**config.mk**
```make
export PLATFORM = sky130hd
export DESIGN_NAME = alu_seq_unit
export DESIGN_NICKNAME = d
export VERILOG_FILES = /design/src/rtl/alu_seq_unit.sv
export SDC_FILE = /design/constraint.sdc
export NUM_CORES = 1
export LEC_CHECK = 0
export ABC_CLOCK_PERIOD_IN_PS = 2500
export CAP_MARGIN = 20
export CELL_PAD_IN_SITES_DETAIL_PLACEMENT = 1
export CELL_PAD_IN_SITES_GLOBAL_PLACEMENT = 1
export CORE_MARGIN = 2
export CORE_UTILIZATION = 39
export DETAILED_ROUTE_END_ITERATION = 8
export HOLD_SLACK_MARGIN = 0.06
export PLACE_DENSITY_LB_ADDON = 0.1
export SLEW_MARGIN = 40
export SYNTH_ARGS = -nofsm -noshare
export SYNTH_HDL_FRONTEND = slang
export SYNTH_SLANG_ARGS = --single-unit
```
**constraint.sdc**
```tcl
create_clock -name clk -period 2.5 [get_ports clk]
set_input_delay 0.5 -clock clk [delete_from_list [all_inputs] [get_ports clk]]
set_output_delay 0.5 -clock clk [all_outputs]
set_load 0.01 [all_outputs]
```
**src/rtl/alu_seq_unit.sv**
```systemverilog
// Multi-cycle ALU. Logic and arithmetic ops finish in one cycle. Shifts move one bit
// per cycle through a working register, so no barrel shifter is needed.
module alu_seq_unit #(
  parameter  int WIDTH = 32,
  localparam int SHW   = $clog2(WIDTH)
) (
  input  logic             clk,
  input  logic             rst_n,
  input  logic             in_valid,
  output logic             in_ready,
  input  logic [2:0]       ALUControl,
  input  logic [WIDTH-1:0] SrcA,
  input  logic [WIDTH-1:0] SrcB,
  output logic             out_valid,
  input  logic             out_ready,
  output logic [WIDTH-1:0] ALUResult,
  output logic             Zero
);

  typedef enum logic [1:0] {IDLE, SHIFT, DONE} state_t;

  state_t           state_reg, state_next;
  logic [WIDTH-1:0] work_reg, work_next;
  logic [WIDTH-1:0] result_reg, result_next;
  logic [SHW-1:0]   cnt_reg, cnt_next;
  logic             dir_reg, dir_next;   // 1 = logical right, 0 = left
  logic             zero_reg, zero_next;
  logic [WIDTH-1:0] logic_res;
  logic [WIDTH-1:0] shifted;
  logic             is_shift;

  assign in_ready  = (state_reg == IDLE);
  assign out_valid = (state_reg == DONE);
  assign ALUResult = result_reg;
  assign Zero      = zero_reg;
  assign is_shift  = (ALUControl[2:1] == 2'b11);
  assign shifted   = dir_reg ? {1'b0, work_reg[WIDTH-1:1]} : {work_reg[WIDTH-2:0], 1'b0};

  always_comb begin
    logic_res = '0;
    case (ALUControl)
      3'b000:  logic_res = SrcA + SrcB;
      3'b001:  logic_res = SrcA - SrcB;
      3'b010:  logic_res = SrcA & SrcB;
      3'b011:  logic_res = SrcA | SrcB;
      3'b100:  logic_res = SrcA ^ SrcB;
      3'b101:  logic_res = {{(WIDTH-1){1'b0}}, ($signed(SrcA) < $signed(SrcB))};
      default: logic_res = '0;
    endcase
  end

  always_comb begin
    state_next  = state_reg;
    work_next   = work_reg;
    result_next = result_reg;
    cnt_next    = cnt_reg;
    dir_next    = dir_reg;
    zero_next   = zero_reg;
    case (state_reg)
      IDLE: begin
        if (in_valid) begin
          if (is_shift) begin
            work_next = SrcA;
            cnt_next  = SrcB[SHW-1:0];
            dir_next  = ALUControl[0];
            if (SrcB[SHW-1:0] == '0) begin
              result_next = SrcA;
              zero_next   = (SrcA == '0);
              state_next  = DONE;
            end else begin
              state_next = SHIFT;
            end
          end else begin
            result_next = logic_res;
            zero_next   = (logic_res == '0);
            state_next  = DONE;
          end
        end
      end
      SHIFT: begin
        work_next = shifted;
        cnt_next  = cnt_reg - SHW'(1);
        // Last step: publish the shifted value together with its Zero flag.
        if (cnt_reg == SHW'(1)) begin
          result_next = shifted;
          zero_next   = (shifted == '0);
          state_next  = DONE;
        end
      end
      DONE: begin
        if (out_ready) state_next = IDLE;
      end
      default: state_next = IDLE;
    endcase
  end

  always_ff @(posedge clk or negedge rst_n) begin
    if (!rst_n) begin
      state_reg  <= IDLE;
      work_reg   <= '0;
      result_reg <= '0;
      cnt_reg    <= '0;
      dir_reg    <= 1'b0;
      zero_reg   <= 1'b0;
    end else begin
      state_reg  <= state_next;
      work_reg   <= work_next;
      result_reg <= result_next;
      cnt_reg    <= cnt_next;
      dir_reg    <= dir_next;
      zero_reg   <= zero_next;
    end
  end

endmodule
```
==> summary.md, run 1 <==
| Metric | Value |
|---|---|
| Die width | `around 160 um` |
| Synth Flop Type | `dfrtp_1` |
| IO Count | `about 110` |
| PortBufs | `about 110` |
| Pin count of the biggest net entering global routing | `67` |
| Clk root buf | `clkbuf_16` |
| Post-GRT worst EP | `ALUResult[29]$_DFFE_PN0P_/D` |
| Net Count, Synth | `around 1500` |
| Global placement routability congestion | `around 1.0` |
| Exit stage | `global routing (5_1_grt)` |
| Clock buffer depth | `2` |
| Placed Area | `0.0145 mm^2` |
| Cell total after placement | `between 2000 and 2500` |
| Synthesized cell area | `slightly below 0.01 mm^2` |
| Synth async-reset ratio | `1.00` |
| Final global-route overflow total | `approximately 710` |
| Post-synthesis register bit count | `73` |
| Initial core utilization | `0.398` |
| H-tree Lvls | `3` |
| Avg Inst Size Synth | `approximately 7.4 um^2` |
| Post-synthesis sequential area ratio | `0.189` |
| Run status | `stopped before the end` |
| GR Util All Layers | `0.901` |
| Yosys warning total | `0` |
| Synth cell types | `93` |
| Die height | `between 150 and 200 um` |
| Post-detail-place hpwl | `42200 um` |
| Synth top area share | `0.189` |
| Worst_ep kind | `register input` |
| Post-synthesis cell count | `about 1300` |
| Most frequent cell after synthesis | `nand2_1` |
| Site row count | `57` |
| Area leader, netlist | `dfrtp_1` |
| Post-synth top cells | `164 x nand2_1, 112 x a21oi_1, 105 x ha_1, 104 x inv_1, 93 x nor2_1` |
| Err | `[ERROR GRT-0232] Routing congestion too high. Check the congestion heatmap in the GUI.` |
| CTS Sinks | `73` |
| Synth top area cells | `dfrtp_1 19%, ha_1 14%, nand2_1 6.4%` |
| EDFF count, synth | `0` |
| Total CTS buffers | `9` |
==> logic make-up after synthesis <==
group,after synthesis,share of synthesized area
muxes,44,0.0494
AOI/OAI and AO/OA,445,0.313
xor gates and xnor gates,11,0.00996
buffers and inverters,193,0.0844
and+or+nand+nor,432,0.215
DFF,73,0.189
adders and majority gates,107,0.140
==> per-stage QoR <==
stage / util / worst slack [ns] / hold slack [ns] / TNS, ns
floorplan: - / -0.620 / 0.204 / -5.81
global placement: 0.596 / -1.77 / 0.458 / -43.75
detailed placement: 0.596 / -1.80 / 0.465 / -46.32
CTS: 0.689 / -0.869 / 0.142 / -14.33
==> what timing repair did <==
item,CTS
hold buffers,0
pin swaps,127
setup buffers,76
endpoints found under the hold margin,0
endpoints found under the setup margin,34
resized for setup,475
==> routing by layer <==
layer	global-route usage	overflow
met4	0.953	215
met3	0.778	14
met1	0.875	14
met2	1.05	464
met5	0.388	4
==> inputs of run 2 (changes only) <==
==> config.mk (replaced) <==
export PLATFORM = sky130hd
export DESIGN_NAME = alu_seq_unit
export DESIGN_NICKNAME = d
export VERILOG_FILES = /design/src/rtl/alu_seq_unit.sv
export SDC_FILE = /design/constraint.sdc
export NUM_CORES = 1
export LEC_CHECK = 0
export ABC_CLOCK_PERIOD_IN_PS = 3200
export CAP_MARGIN = 20
export CORE_MARGIN = 2
export CORE_UTILIZATION = 30
export DETAILED_ROUTE_END_ITERATION = 8
export PLACE_DENSITY_LB_ADDON = 0.15
export SLEW_MARGIN = 40
export SYNTH_ARGS = -nofsm -noshare
export SYNTH_HDL_FRONTEND = slang
export SYNTH_SLANG_ARGS = --single-unit
==> constraint.sdc (replaced) <==
create_clock -name clk -period 3.2 [get_ports clk]
set_input_delay 0.64 -clock clk [delete_from_list [all_inputs] [get_ports clk]]
set_output_delay 0.64 -clock clk [all_outputs]
set_load 0.01 [all_outputs]
==> summary.md, run 2 <==
| Metric | Value |
|---|---|
| Worst-path clk slew | `about 0.060 ns` |
| Flop pwr share | `0.228` |
| Failing checks | `negative setup slack` |
| Drt first pass iters | `5` |
| PortBufs | `105 (unchanged)` |
| Run status | `finished, violations left` |
| Net Sw Frac | `0.436` |
| Final core utilization | `0.528` |
| Period utilization | `1.06` |
| Number of diodes | `0` |
| Die width | `184 um (+14%)` |
| Worst vdd ir | `around 0.43 mV` |
| R2R setup slack | `around 0.19 ns` |
| Synth cell types | `93 (unchanged)` |
| Setup TNS | `-0.576 ns` |
| Clk root buf | `clkbuf_16` |
| Final global-route overflow total | `0` |
| Synth async-reset ratio | `1.00 (unchanged)` |
| Pint | `roughly 4.3 mW` |
| WS Path Type | `in -> reg` |
| Static leakage | `~7.5 nW` |
| Share of layout cells above drive strength 1 | `0.468` |
| Synth Flop Type | `dfrtp_1` |
| Crit path launch type | `input port` |
| Post-detail-place hpwl | `38600 um (-8.6%)` |
| Pin count of the biggest net entering global routing | `74` |
| Area Growth Syn to Fin | `72.7%` |
| RSZ-0062 raised after global routing | `true` |
| EDFF count, synth | `0 (unchanged)` |
| Total of max-cap violations | `0` |
| Synthesized cell area | `0.00967 mm^2 (unchanged)` |
| Post-route ant nets | `0` |
| Avg Inst Size Synth | `7.41 um^2 (unchanged)` |
| Switch Pwr | `3.34 mW` |
| Max Freq | `approximately 0.30 GHz` |
| GR Util All Layers | `0.282` |
| Dpl ws | `-1.32 ns (+0.486 ns)` |
| Post-synth top cells | `164 x nand2_1, 112 x a21oi_1, 105 x ha_1, 104 x inv_1, 93 x nor2_1` |
| Pwr Density | `between 400 and 500 mW/mm^2` |
| Post-synthesis sequential area ratio | `0.189 (unchanged)` |
| Clock network power share | `0.126` |
| Post-synthesis register bit count | `73 (unchanged)` |
| Crit-path slowest cell | `o311a_4` |
| Peak per-stage delay on the critical path | `around 0.40 ns` |
| Post-DR wirelength/cell | `between 20 and 25 um` |
| Setup WS post-layout | `-0.181 ns` |
| H-tree Lvls | `3 (unchanged)` |
| CTS Sinks | `73 (unchanged)` |
| Critical-path cell list | `buf_6 -> buf_8 -> ha_4 -> o311a_4 -> buf_6 -> o21ai_4 -> a31oi_4 -> buf_6 -> o31a_1 -> a211oi_2 -> xnor2_1 -> a21oi_1 -> o311ai_2 -> a211o_1 -> a22o_1` |
| IO Count | `106 (unchanged)` |
| Min Tclk post-route | `3.38 ns` |
| Clock buffer depth | `2 (unchanged)` |
| Setup-failing EPs final | `6` |
| Max-slew violation count | `0` |
| Synth top area share | `0.189 (unchanged)` |
| Comb pwr share | `0.646` |
| Die area | `about 0.034 mm^2` |
| Worst Path Arrival | `approximately 3.6 ns` |
| Area leader, netlist | `dfrtp_1` |
| Most frequent cell after synthesis | `nand2_1` |
| Net Count, Synth | `1483 (unchanged)` |
| Total CTS buffers | `9 (unchanged)` |
| Post-synthesis cell count | `1305 (unchanged)` |
| CP Data Required Time | `~3.4 ns` |
| Final Hold Viols | `0` |
| Commonest cells after routing, fill and taps aside | `465 x buf_4, 151 x nand2_1, 81 x nor2_1` |
| Initial antenna violation count | `0` |
| Crit path max fanout | `6` |
| Slew @ Worst Pin | `about 0.69 ns` |
| Die height | `184 um (+14%)` |
| CTS Hold Bufs | `0 (unchanged)` |
| Vias in the first global route | `between 10000 and 15000` |
| Yosys warning total | `0 (unchanged)` |
| Via total after detailed routing | `roughly 12000` |
| Core area | `~0.032 mm^2` |
| Skew final | `between 0.009 and 0.01 ns` |
| Commonest non-fill, non-tap cell in the layout | `buf_4` |
| HP Class | `in -> async` |
| Crit end category | `flip-flop` |
| Most frequent CP cell | `buf_6` |
| CTS tree | `done` |
| Routed vias/inst | `5.47` |
| Wirelength, routed | `roughly 48000 um` |
| Initial DRC Count | `approximately 890` |
| DRC violations left | `0` |
| Synth top area cells | `dfrtp_1 19%, ha_1 14%, nand2_1 6.4%` |
| Initial core utilization | `0.306 (-0.0920)` |
| Global-route wire length before repair | `73300 um` |
| Global placement routability congestion | `0.982 (-3.7%)` |
| Headroom to the max-slew limit | `0.540` |
| Clock Latency Late Sink | `0.35 ns` |
| Site row count | `65 (+14%)` |
| Final nets | `between 2000 and 2500` |
==> run 2: cell counts after synthesis <==
Identical to the previous run, type by type.
==> run 2: critical path, delay by kind of cell <==
kind / cells / cell delay (ns)
compound gates: 9 / 2.18
buf+inv: 4 / 0.51
fa+ha+maj: 1 / 0.16
xor+xnor: 1 / 0.13
==> run 2: path summary, 6_finish.rpt <==
check / start / cells after the start / to
max in group asynchronous: rst_n / 1 / ALUResult[10]$_DFFE_PN0P_
max reg2reg: cnt_reg[1]$_DFFE_PN0P_ / 13 / Zero$_DFFE_PN0P_
min: rst_n / 1 / ALUResult[19]$_DFFE_PN0P_
min in group clk: ALUResult[9]$_DFFE_PN0P_ / 1 / ALUResult[9]$_DFFE_PN0P_
min reg2reg: ALUResult[9]$_DFFE_PN0P_ / 1 / ALUResult[9]$_DFFE_PN0P_
max: SrcA[1] / 15 / ALUResult[29]$_DFFE_PN0P_
==> run 2: cell families (layout without fill, tap and decap cells) <==
group	Yosys count	after routing	share of synthesized area
AO/OA/AOI/OAI	445	445	0.313
AND/OR/NAND/NOR	432	432	0.215
buffers and inverters	193	735	0.0844
adder cells (fa/ha/maj)	107	107	0.140
flip-flops	73	73	0.189
multiplexers	44	44	0.0494
XOR/XNOR	11	11	0.00996
==> run 2: what timing repair did <==
item	4_1_cts	5_1_grt
resized for setup	399	137
pin swaps	118	75
setup buffers	57	9
endpoints found under the hold margin	0	0
endpoints found under the setup margin	28	30
==> run 2: power by group through the flow <==
| stage | clock (mW) | sequential [mW] | combinational (mW) |
|---|---|---|---|
| 6_report | 0.961 | 1.75 | 4.95 |
| 5_1_grt | 1.00 | 1.80 | 5.35 |
| 4_1_cts | 0.969 | 1.74 | 4.74 |
| 3_5_place_dp | 0 | 1.75 | 4.34 |
| 3_3_place_gp | 0 | 1.75 | 4.30 |
| 2_1_floorplan | 0 | 1.73 | 2.20 |
==> run 2: through the flow <==
step / std cells / hold WS (ns) / power, mW / area [um^2]
2_1_floorplan: 1305 / 0.344 / 3.93 / 9760
3_3_place_gp: 2174 / 0.458 / 6.04 / 14300
3_5_place_dp: 2174 / 0.465 / 6.09 / 14300
4_1_cts: 2244 / 0.351 / 7.45 / 16200
5_1_grt: 2249 / 0.369 / 8.15 / 16700
6_report: 2249 / 0.297 / 7.66 / 16700
==> run 2: cell type report <==
class | instances | area (um^2)
well taps | 402 | 503
multi-input cells | 1039 | 8720
clock buffers | 10 | 239
clock inverters | 6 | 43.8
repair buffers | 610 | 4920
inverters | 109 | 443
flip-flops and latches | 73 | 1830
fillers | 3048 | 14900
==> run 2: layer usage <==
layer / vias up / part of all wire / global-route usage
li1: 5861 / - / -
met1: 5907 / 0.45 / 0.380
met2: 426 / 0.47 / 0.473
met3: 104 / 0.047 / 0.0283
met4: 0 / 0.033 / 0.0877
met5: - / 0 / 0
No activity file was read; power rests on OpenSTA's default activity.
